File: src/rtl/timekeeper_pkg.sv
// Shared field widths, time limits, the time-of-day record and the load
// classification used by the timekeeper block.
package timekeeper_pkg;

    localparam int SEC_W  = 6;
    localparam int MIN_W  = 6;
    localparam int HOUR_W = 5;

    localparam logic [SEC_W-1:0]  SEC_MAX     = 6'd59;
    localparam logic [MIN_W-1:0]  MIN_MAX     = 6'd59;
    localparam logic [HOUR_W-1:0] HOUR_MAX    = 5'd23;
    localparam logic [HOUR_W-1:0] HOUR12_NOON = 5'd12;

    // One time-of-day value, hours in 24h form.
    typedef struct packed {
        logic [HOUR_W-1:0] h;
        logic [MIN_W-1:0]  m;
        logic [SEC_W-1:0]  s;
    } tod_t;

    // What a load strobe does on a given edge.
    typedef enum logic [1:0] {
        LOAD_NONE,
        LOAD_ACCEPT,
        LOAD_REJECT
    } load_action_e;

    // True when every field of a candidate time lies inside its legal range.
    function automatic logic todInRange(
        input logic [HOUR_W-1:0] hh,
        input logic [MIN_W-1:0]  mm,
        input logic [SEC_W-1:0]  ss
    );
        return (hh <= HOUR_MAX) && (mm <= MIN_MAX) && (ss <= SEC_MAX);
    endfunction

endpackage

File: src/rtl/tick_prescaler.sv
// Divides the system clock down to a one-per-second tick. The counter only
// moves while enabled, so a paused clock resumes at the same phase; an
// accepted time load clears it so the new second starts a full period later.
module tick_prescaler #(
    parameter int TICK_DIV = 50_000_000,
    parameter int PRE_W    = $clog2(TICK_DIV) + 1
) (
    input  logic clk,
    input  logic rst_n,
    input  logic en,
    input  logic clr,
    output logic tick
);

    // Compared at full PRE_W width so TICK_DIV=1 yields a constant-zero limit.
    localparam logic [PRE_W-1:0] LAST_COUNT = PRE_W'(TICK_DIV - 1);

    logic [PRE_W-1:0] preCount_q;
    logic [PRE_W-1:0] preCount_d;

    // Next count: clear wins, otherwise advance and wrap while enabled.
    always_comb begin
        preCount_d = preCount_q;
        if (clr) begin
            preCount_d = '0;
        end else if (en) begin
            if (preCount_q == LAST_COUNT) begin
                preCount_d = '0;
            end else begin
                preCount_d = preCount_q + PRE_W'(1);
            end
        end
    end

    // Counter register with asynchronous clear.
    always_ff @(posedge clk or negedge rst_n) begin
        if (!rst_n) begin
            preCount_q <= '0;
        end else begin
            preCount_q <= preCount_d;
        end
    end

    assign tick = en && (preCount_q == LAST_COUNT);

endmodule

File: src/rtl/timekeeper_core.sv
// hh:mm:ss time-of-day counter driven straight from the system clock.
// Provides validated loading, a 12/24-hour display view, a minute-resolution
// alarm and a midnight roll pulse. All pulse outputs are registered so they
// line up with the time value they describe.
module timekeeper_core
    import timekeeper_pkg::*;
#(
    parameter int TICK_DIV = 50_000_000,
    parameter int PRE_W    = $clog2(TICK_DIV) + 1
) (
    input  logic              clk,
    input  logic              rst_n,
    input  logic              en,
    input  logic              load,
    input  logic [HOUR_W-1:0] load_h,
    input  logic [MIN_W-1:0]  load_m,
    input  logic [SEC_W-1:0]  load_s,
    input  logic              mode12,
    input  logic              alarm_en,
    input  logic [HOUR_W-1:0] alarm_h,
    input  logic [MIN_W-1:0]  alarm_m,
    output logic [SEC_W-1:0]  s,
    output logic [MIN_W-1:0]  m,
    output logic [HOUR_W-1:0] h,
    output logic [HOUR_W-1:0] disp_h,
    output logic              pm,
    output logic              sec_tick,
    output logic              day_wrap,
    output logic              alarm,
    output logic              load_err
);

    tod_t         time_q;
    tod_t         time_d;
    tod_t         advTime;
    tod_t         loadTime;
    logic         advWrap;
    logic         tick;
    logic         alarmMatch;
    load_action_e loadAction;

    logic secTick_q;
    logic secTick_d;
    logic dayWrap_q;
    logic dayWrap_d;
    logic alarm_q;
    logic alarm_d;
    logic loadErr_q;
    logic loadErr_d;

    tick_prescaler #(
        .TICK_DIV (TICK_DIV),
        .PRE_W    (PRE_W)
    ) u_prescaler (
        .clk   (clk),
        .rst_n (rst_n),
        .en    (en),
        .clr   (loadAction == LOAD_ACCEPT),
        .tick  (tick)
    );

    // Classify the load strobe; a rejected load leaves time and prescaler alone.
    always_comb begin
        loadTime.h = load_h;
        loadTime.m = load_m;
        loadTime.s = load_s;
        loadAction = LOAD_NONE;
        if (load) begin
            if (todInRange(load_h, load_m, load_s)) begin
                loadAction = LOAD_ACCEPT;
            end else begin
                loadAction = LOAD_REJECT;
            end
        end
    end

    // The time one second after the current one, with the midnight roll flag.
    always_comb begin
        advTime = time_q;
        advWrap = 1'b0;
        if (time_q.s == SEC_MAX) begin
            advTime.s = '0;
            if (time_q.m == MIN_MAX) begin
                advTime.m = '0;
                if (time_q.h == HOUR_MAX) begin
                    advTime.h = '0;
                    advWrap   = 1'b1;
                end else begin
                    advTime.h = time_q.h + 5'd1;
                end
            end else begin
                advTime.m = time_q.m + 6'd1;
            end
        end else begin
            advTime.s = time_q.s + 6'd1;
        end
    end

    // Alarm matches the start of the armed minute; illegal alarm fields never match.
    always_comb begin
        alarmMatch = alarm_en
                     && (alarm_h <= HOUR_MAX) && (alarm_m <= MIN_MAX)
                     && (advTime.h == alarm_h) && (advTime.m == alarm_m)
                     && (advTime.s == '0);
    end

    // Next time and pulses: an accepted load overrides a coincident tick.
    always_comb begin
        time_d    = time_q;
        secTick_d = 1'b0;
        dayWrap_d = 1'b0;
        alarm_d   = 1'b0;
        loadErr_d = (loadAction == LOAD_REJECT);
        if (loadAction == LOAD_ACCEPT) begin
            time_d = loadTime;
        end else if (tick) begin
            time_d    = advTime;
            secTick_d = 1'b1;
            dayWrap_d = advWrap;
            alarm_d   = alarmMatch;
        end
    end

    // Time and pulse registers, all cleared by the asynchronous reset.
    always_ff @(posedge clk or negedge rst_n) begin
        if (!rst_n) begin
            time_q    <= '0;
            secTick_q <= 1'b0;
            dayWrap_q <= 1'b0;
            alarm_q   <= 1'b0;
            loadErr_q <= 1'b0;
        end else begin
            time_q    <= time_d;
            secTick_q <= secTick_d;
            dayWrap_q <= dayWrap_d;
            alarm_q   <= alarm_d;
            loadErr_q <= loadErr_d;
        end
    end

    // Display hour: midnight and noon both show as 12 in 12-hour mode.
    always_comb begin
        disp_h = time_q.h;
        pm     = 1'b0;
        if (mode12) begin
            if (time_q.h == '0) begin
                disp_h = HOUR12_NOON;
            end else if (time_q.h < HOUR12_NOON) begin
                disp_h = time_q.h;
            end else if (time_q.h == HOUR12_NOON) begin
                disp_h = HOUR12_NOON;
                pm     = 1'b1;
            end else begin
                disp_h = time_q.h - HOUR12_NOON;
                pm     = 1'b1;
            end
        end
    end

    assign s        = time_q.s;
    assign m        = time_q.m;
    assign h        = time_q.h;
    assign sec_tick = secTick_q;
    assign day_wrap = dayWrap_q;
    assign alarm    = alarm_q;
    assign load_err = loadErr_q;

endmodule
File: config.mk
export PLATFORM = sky130hd
export DESIGN_NAME = timekeeper_core
export DESIGN_NICKNAME = d
export VERILOG_FILES = /design/src/rtl/timekeeper_pkg.sv /design/src/rtl/tick_prescaler.sv /design/src/rtl/timekeeper_core.sv
export SDC_FILE = /design/constraint.sdc
export NUM_CORES = 1
export LEC_CHECK = 0
export BUFFER_PORTS_ARGS = -buffer_cell sky130_fd_sc_hd__buf_2
export CAP_MARGIN = 15
export CORE_ASPECT_RATIO = 0.9
export CORE_MARGIN = 10
export CORE_UTILIZATION = 30
export DETAILED_ROUTE_END_ITERATION = 12
export PLACE_DENSITY = 0.49
export SKIP_CTS_REPAIR_TIMING = 1
export SYNTH_ARGS = -nofsm -noshare
export SYNTH_HDL_FRONTEND = slang
export SYNTH_SLANG_ARGS = --single-unit
File: constraint.sdc
create_clock -name clk -period 3.75 [get_ports clk]
set_input_delay 0.375 -clock clk [delete_from_list [all_inputs] [get_ports clk]]
set_output_delay 0.375 -clock clk [all_outputs]
set_load 0.02 [all_outputs]
==> summary.txt, run 1 <==
Run status
  – Result of the run: finished, final reports clean

Clock tree
  – Clock root buffer: clkbuf_16
  – CTS clk-pin slew, worst paths: 0.07 ns
  – CTS Buffer Depth: 2
  – # H-tree levels: 2
  – CTS sink cnt: 48
  – CTS Buf Count: 5
  – Clock latency on the worst-skew pair: 0.29 ns
  – CTS tree: yes

GRT
  – Gr usage total: 13.3%
  – Global-route wire length before repair: 17,400 um
  – Overflow after GRT: 0
  – Vias in the first global route: 3,316
  – Antenna violations before repair: 0
  – Largest net degree at the start of global routing: 26

Drt
  – Post-DRT Antenna Nets: 0
  – DR WL/cell: 17.1 um
  – Drt total wl: 10,600 um
  – DRT Pass-1 Iters: 4
  – First DRT Iteration DRCs: 324
  – Vias: 3,264
  – Drt drc: 0
  – Vias/cell: 5.24

Flow run
  – Max Cap Viol: 0

Placed design
  – Port Buffer Count: 60
  – Hpwl dp: 8240 um
  – Pre-CTS WS: 0.950 ns
  – GP Congestion: 0.914
  – Placed cell areas: 3850 um^2

Timing
  – Actual slew at the worst max-slew pin: 0.847 ns
  – Setup ws final: 0.915 ns
  – RSZ-0062 raised after global routing: false
  – Fmax: 353 MHz
  – Final Hold Viols: 0
  – Setup_tns: 0 ns
  – Skew final: 0.00643 ns
  – Slew Limit Fails: 0
  – Relative slew margins: 43.0%
  – Tmin final: 2.83 ns
  – Setup-failing EPs final: 0
  – Tcrit/Tclk final: 75.6%

Logic synthesis
  – Complex-gate fraction of the synthesized area: 15.3%
  – Xor/xnor share of the synthesized area: 7.24%
  – Async set-reset flop share out of synthesis: 100%
  – Netlist Area Pre-Place: 3390 um^2
  – Multiplexer share of the synthesized area: 3.29%
  – Post-Syn Area per Cell: 8.18 um^2
  – Sequential area share after synthesis: 35.5%
  – Post-synth EDFFs: 0
  – Syn Nets: 457
  – Number of synthesis warnings: 0
  – FF+latch count, synth: 48
  – Fraction of the mapped netlist area in adder cells: 3.33%
  – Main combinational cell family by area after synthesis: simple AND/OR/NAND/NOR gates
  – Synth Flop Type: dfrtp_1
  – Post-Synth Simple-Gate Area: 31.5%
  – Synth cell types: 51
  – Synth Instances: 414

Pwr
  – Maximum VDD drop: 0.000148 V
  – Flop pwr share: 40.7%
  – Combinational share of power: 24.3%
  – Clk pwr share: 34.9%
  – Pint: 1020 uW
  – Leakage power: 0.00174 uW
  – P per Cell Area: 383 nW/um^2
  – Sw Ratio: 33.7%
  – P_sw: 520 uW

Finish
  – Core Util, Final: 36.8%
  – Fin nets: 513
  – Layout cell share with drive strength beyond 1: 17.2%
  – Reg area: 1200 um^2
  – Antenna cells: 0
  – Multi-input logic area: 2050 um^2
  – Area growth syn-to-layout: 19.1%
  – Final Instance Area: 4030 um^2
  – Fillcell total: 1,167

Hold path
  – HP Class: primary input to async pin

Worst setup path
  – WP data arrival: 3.03 ns
  – Startpoint types: flip-flop
  – Worst stage delay on the critical path: 0.56 ns
  – WP data required: 3.95 ns
  – FF-to-FF Start: m[1]$_DFFE_PN0P_
  – CP Class: flip-flop to flip-flop
  – Worst path bufs/invs: 0
  – Critical-path top delay cell: a2111oi_0
  – Critical path origin: m[1]$_DFFE_PN0P_
  – CP Cell Sequence: ha_1 > nand4b_1 > nor3_2 > xnor2_1 > a2111oi_0 > o211ai_1 > nor4_2
  – Top Family by Delay on Critical Path: simple AND/OR/NAND/NOR gates
  – Critical Path Sink Type: flip-flop
  – CP max FO: 9

Die
  – Boundary pin count: 61
  – Die footprint: 15,900 um^2
  – Die W: 132 um
  – Rows: 36
  – Die Span Y: 121 um
  – Initial core utilization: 30.9%
  – Core area: 10,900 um^2
flip-flops by register name, indices dropped and copies added, names as in the netlist:
name	count
alarm	1
day_wrap	1
h	5
load_err	1
m	6
s	6
sec_tick	1
u_prescaler.preCount_q	27
logic make-up (layout without fill, tap and decap cells):
group	count (synthesis)	after routing
AOI/OAI and AO/OA	83	83
xor gates and xnor gates	28	28
adders and majority gates	9	9
buffers and inverters	34	91
DFF	48	48
muxes	11	11
and+or+nand+nor	201	201
final cells by class:
type                    count  share of cell area, %
well taps                 152                   4.72
multi-input cells         332                   50.9
repair buffers             66                   8.56
clock buffers               6                   3.44
clock inverters             2                  0.962
inverters                  17                   1.58
flip-flops and latches     48                   29.8
path summary, 6_finish.rpt:
kind / endpoint / slack (ns) / depth (start not counted)
min reg2reg: u_prescaler.preCount_q[23]$_DFFE_PN0P_ / 0.48 / 1
min in group clk: h[0]$_DFFE_PN0P_ / 0.30 / 3
max reg2reg: alarm$_DFF_PN0_ / 0.92 / 7
max: alarm$_DFF_PN0_ / 0.92 / 7
max in group asynchronous: u_prescaler.preCount_q[15]$_DFFE_PN0P_ / 2.92 / 2
min: m[5]$_DFFE_PN0P_ / 0.06 / 1
cells in the mapped netlist, types with 2 or more instances:
master     count  area share, %
or3_1          9            1.7
nor4_1         4           0.74
dfrtp_1       48             35
and2_1         6            1.1
nand3b_1       3           0.67
and3b_1        2           0.52
o31ai_1        4           0.89
or4_1          4           0.89
and3_1         8            1.5
o311ai_0       3           0.78
nand3_1       23            3.4
buf_2          2           0.30
a22o_1         2           0.52
nand2_1       43            4.8
clkbuf_1      15            1.7
inv_1         17            1.9
nor4_4         2            1.3
mux2i_1       10            3.0
nand2b_1       5           0.92
nand4_1       19            3.5
o22ai_1        4           0.74
a211oi_1       2           0.44
and4_1         3           0.78
nor2b_1        3           0.55
o21ai_0       25            3.7
a31oi_1       11            2.0
nor3_1         6           0.89
xor2_1        14            3.6
nor4b_1        3           0.78
xnor2_1       14            3.6
a2111oi_0      3           0.78
o211ai_1       4           0.89
nor2_1        51            5.7
a21oi_1       17            2.5
ha_1           9            3.3
stage by stage:
step / cells / total power (uW) / hold WS [ns]
global placement: 615 / 1020 / 0.388
global route: 623 / 1630 / 0.112
floorplan: 414 / 862 / 0.0794
detailed placement: 615 / 1020 / 0.399
finish: 623 / 1540 / 0.0624
CTS: 623 / 1560 / 0.0830
layer usage:
metal  share of wire (%)  track usage, %  wire length (um)
met4                0.91            3.61                97
met2                  48            22.2              5060
met3                 3.4            2.32               360
met5                   0               0                 0
met1                  48            17.3              5130
power groups by stage:
| stage | clock [uW] | combinational (uW) | sequential (uW) |
|---|---|---|---|
| floorplan | 0 | 231 | 631 |
| global placement | 0 | 377 | 638 |
| detailed placement | 0 | 378 | 638 |
| CTS | 554 | 380 | 628 |
| global route | 580 | 418 | 637 |
| finish | 539 | 376 | 629 |
cells in the final DEF, fill, tap and decap left out, drive strengths merged, types with 11 or more instances in the layout:
master  Yosys  layout
a31oi      11      11
nand2      43      43
nand4      19      19
inv        17      17
buf         2      66
nand3      23      23
xnor2      14      14
o21ai      25      25
dfrtp      48      48
a21oi      17      17
nor2       51      51
xor2       14      14
No activity file was read; power rests on OpenSTA's default activity.
==> run 2: changes to the inputs <==
--- a/config.mk
+++ b/config.mk
@@ -5,6 +5,7 @@
 export SDC_FILE = /design/constraint.sdc
 export NUM_CORES = 1
 export LEC_CHECK = 0
+export ABC_AREA = 1
 export BUFFER_PORTS_ARGS = -buffer_cell sky130_fd_sc_hd__buf_2
 export CAP_MARGIN = 15
 export CORE_ASPECT_RATIO = 0.9
==> constraint.sdc (replaced) <==
create_clock -name clk -period 2.8 [get_ports clk]
set_input_delay 0.28 -clock clk [delete_from_list [all_inputs] [get_ports clk]]
set_output_delay 0.28 -clock clk [all_outputs]
set_load 0.02 [all_outputs]
==> run 2 against run 1 <==
  * Clock skew is essentially flat
  * Power grew 40%
  * Sequential power grew 31%
  * Combinational power grew 44%
  * Worst hold slack gained 0.026 ns
  * Via count grew 9.7%
  * Register-to-register slack lost 0.34 ns
  * Highest routed layer unchanged
==> summary.txt, run 2 <==
Drt
  – First DRT Iteration DRCs: 300 (-7.4%)
  – Post-DRT Antenna Nets: 0 (unchanged)
  – Drt total wl: 11,000 um (+3.3%)
  – Drt drc: 0 (unchanged)
  – Vias/cell: 4.91 (-6.2%)
  – Vias: 3,581 (+9.7%)
  – DRT Pass-1 Iters: 5 (+1)
  – DR WL/cell: 15.1 um (-12%)

Finish
  – Area growth syn-to-layout: 18.4%
  – Layout Cells excl Fill: 729 (+17%)
  – Core Util, Final: 36.3% (-0.58 points)
  – Fillcell total: 1,245 (+6.7%)
  – Layout cell share with drive strength beyond 1: 18.3% (+1.1 points)
  – Fin nets: 616 (+20%)
  – Max FFs per register: 27 (unchanged)
  – Most frequent cells in the layout: 134 x nand2_1, 60 x inv_1, 60 x nor2_1, 60 x buf_2
  – Antenna cells: 0 (unchanged)
  – Most common cell after layout, fill and taps aside: nand2_1
  – Top reg by flops: u_prescaler.preCount_q

Pwr
  – Clk pwr share: 36.5% (+1.6 points)
  – Flop pwr share: 38.4% (-2.3 points)
  – Pint: 1440 uW (+41%)
  – Sw Ratio: 33.2% (-0.43 points)
  – Total power: 2160 uW (+40%)
  – Combinational share of power: 25.1% (+0.8 points)
  – P_sw: 717 uW (+38%)
  – P per Cell Area: 520 nW/um^2 (+36%)
  – Leakage power: 0.00196 uW (+13%)
  – Maximum VDD drop: 0.000248 V (+68%)

GRT
  – Vias in the first global route: 3,521 (+6.2%)
  – Global-route wire length before repair: 17,800 um (+2.1%)
  – Overflow after GRT: 0 (unchanged)
  – Gr usage total: 13.3% (+0.052 points)
  – Largest net degree at the start of global routing: 49 (+88%)
  – Antenna violations before repair: 0 (unchanged)

Worst setup path
  – Critical Path Stages: 11 (+4)
  – Critical-path top delay cell: dfrtp_1
  – Most frequent CP cell: inv_1
  – Worst path bufs/invs: 5 (+5)
  – CP Class: flip-flop to output port
  – FF-to-FF Start: s[0]$_DFFE_PN0P_
  – Top Family by Delay on Critical Path: flip-flops
  – CP Cell Sequence: inv_1 > ha_1 > nand2_1 > nor2_1 > inv_1 > nand3_1 > inv_1 > nand2_1 > o21ai_0 > inv_1 > buf_2
  – Worst R2R Path Depth: 11 (+4)
  – Critical Path Sink Type: output port
  – WP data required: 2.52 ns (-1.43 ns)
  – R2R Setup Slk: 0.58 ns (-0.34 ns)
  – Critical path origin: h[2]$_DFFE_PN0P_
  – Worst stage delay on the critical path: 0.54 ns (-0.02 ns)
  – Startpoint types: flip-flop
  – Worst reg2reg endpoint: alarm$_DFF_PN0_
  – Worst Setup EP: disp_h[3]
  – CP max FO: 10 (+1)
  – WP data arrival: 1.99 ns (-1.04 ns)

Logic synthesis
  – Yosys top cell area share: 34.3% (-1.2 points)
  – FF+latch count, synth: 48 (unchanged)
  – Top post-synthesis cells by area: dfrtp_1 34%, nand2_1 14%, nand3_1 6.9%
  – Synth cell types: 36 (-29%)
  – Largest area contributor in the netlist: dfrtp_1
  – Commonest cells in the netlist: 134 x nand2_1, 60 x inv_1, 60 x nor2_1, 48 x dfrtp_1, 48 x nand3_1
  – Sequential area share after synthesis: 34.3% (-1.2 points)
  – Synth Instances: 512 (+24%)
  – Synth Flop Type: dfrtp_1
  – Number of synthesis warnings: 0 (unchanged)
  – Count leader, synth: nand2_1
  – Async set-reset flop share out of synthesis: 100% (unchanged)
  – Syn Nets: 555 (+21%)
  – Post-synth EDFFs: 0 (unchanged)
  – Netlist Area Pre-Place: 3500 um^2 (+3.4%)
  – Post-Syn Area per Cell: 6.84 um^2 (-16%)

Die
  – Die W: 134 um (+1.4%)
  – Core area: 11,400 um^2 (+4.5%)
  – Boundary pin count: 61 (unchanged)
  – Die footprint: 16,400 um^2 (+2.9%)
  – Die Span Y: 123 um (+1.4%)
  – Initial core utilization: 30.6% (-0.31 points)
  – Rows: 37 (+2.8%)

Timing
  – Final Hold Viols: 0 (unchanged)
  – Slew Limit Fails: 0 (unchanged)
  – Relative slew margins: 56.6% (+14 points)
  – Skew final: 0.00600 ns (-0.000421 ns)
  – RSZ-0062 raised after global routing: false
  – Setup_tns: 0 ns (unchanged)
  – Actual slew at the worst max-slew pin: 0.651 ns (-0.195 ns)
  – Setup-failing EPs final: 0 (unchanged)
  – Fmax: 441 MHz
  – WHS: 0.0883 ns (+0.0259 ns)
  – Tmin final: 2.27 ns
  – Tcrit/Tclk final: 81.1%

Clock tree
  – CTS tree: yes
  – CTS Buf Count: 5 (unchanged)
  – CTS sink cnt: 48 (unchanged)
  – Clock latency on the worst-skew pair: 0.30 ns (about the same)
  – CTS Buffer Depth: 2 (unchanged)
  – Clock root buffer: clkbuf_16
  – # H-tree levels: 2 (unchanged)
  – CTS clk-pin slew, worst paths: 0.07 ns (about the same)

Run status
  – Result of the run: finished, final reports clean

Hold path
  – HP Class: primary input to async pin

Placed design
  – GP Congestion: 0.866 (-5.3%)
  – Hpwl dp: 8470 um (+2.8%)
  – Placed insts: 722 (+17%)
  – Port Buffer Count: 60 (unchanged)

Flow run
  – Max Cap Viol: 0 (unchanged)
-- run 2: changes by cell type after synthesis, sizes merged, moves of 11 or more --
| cell | change |
|---|---|
| clkbuf | -14 |
| inv | +51 |
| xnor2 | -11 |
| nand3 | +29 |
| nor2 | +16 |
| nand2 | +98 |
-- run 2: kinds of logic (layout without fill, tap and decap cells) --
group,after synthesis,after routing,synth area share [%]
compound gates,65,65,10.8
xor+xnor,7,7,1.75
fa+ha+maj,9,9,3.22
buf+inv,79,140,9.40
flops,48,48,34.3
simple gates,304,304,40.5
-- run 2: through the flow --
step / cell area, um^2 / worst slack (ns)
2_1_floorplan: 3500 / 0.918
3_3_place_gp: 3960 / 0.646
3_5_place_dp: 3960 / 0.596
5_1_grt: 4150 / 0.350
6_report: 4150 / 0.531
4_1_cts: 4150 / 0.524
-- run 2: worst reg2reg max path, delay by kind of cell, from the launching register on --
family        cells  cell delay (ns)
fa+ha+maj         1             0.29
flops             1             0.45
simple gates     10             1.40
-- run 2: layout make-up --
cell class	instances	area (um^2)	share of cell area (%)
well taps	156	195	4.71
flip-flops and latches	48	1200	29.0
inverters	68	255	6.16
multi-input cells	385	1970	47.6
clock buffers	5	125	3.02
repair buffers	65	338	8.15
clock inverters	2	60.1	1.45
-- run 2: power by group through the flow --
stage / clock network [uW] / logic, uW / registers (uW)
2_1_floorplan: 0 / 311 / 872
3_3_place_gp: 0 / 548 / 839
3_5_place_dp: 0 / 547 / 840
4_1_cts: 801 / 550 / 827
5_1_grt: 830 / 612 / 838
6_report: 787 / 542 / 827
-- run 2: worst min-delay path by stage --
stage                     startpoint                 end  slack [ns]
after floorplan                rst_n     alarm$_DFF_PN0_       -0.02
after global placement         rst_n  sec_tick$_DFF_PN0_        0.43
after detailed placement       rst_n    s[5]$_DFFE_PN0P_        0.44
after CTS                      rst_n    s[5]$_DFFE_PN0P_        0.12
after global routing           rst_n    s[5]$_DFFE_PN0P_        0.14
final                          rst_n    s[5]$_DFFE_PN0P_        0.09
-- run 2: metal layers --
metal / vias up / wire length [um] / GRT usage, %
li1: 1819 / - / -
met1: 1652 / 5340 / 17.2
met2: 96 / 4950 / 22.0
met3: 14 / 562 / 2.98
met4: 0 / 141 / 3.80
met5: - / 0 / 0
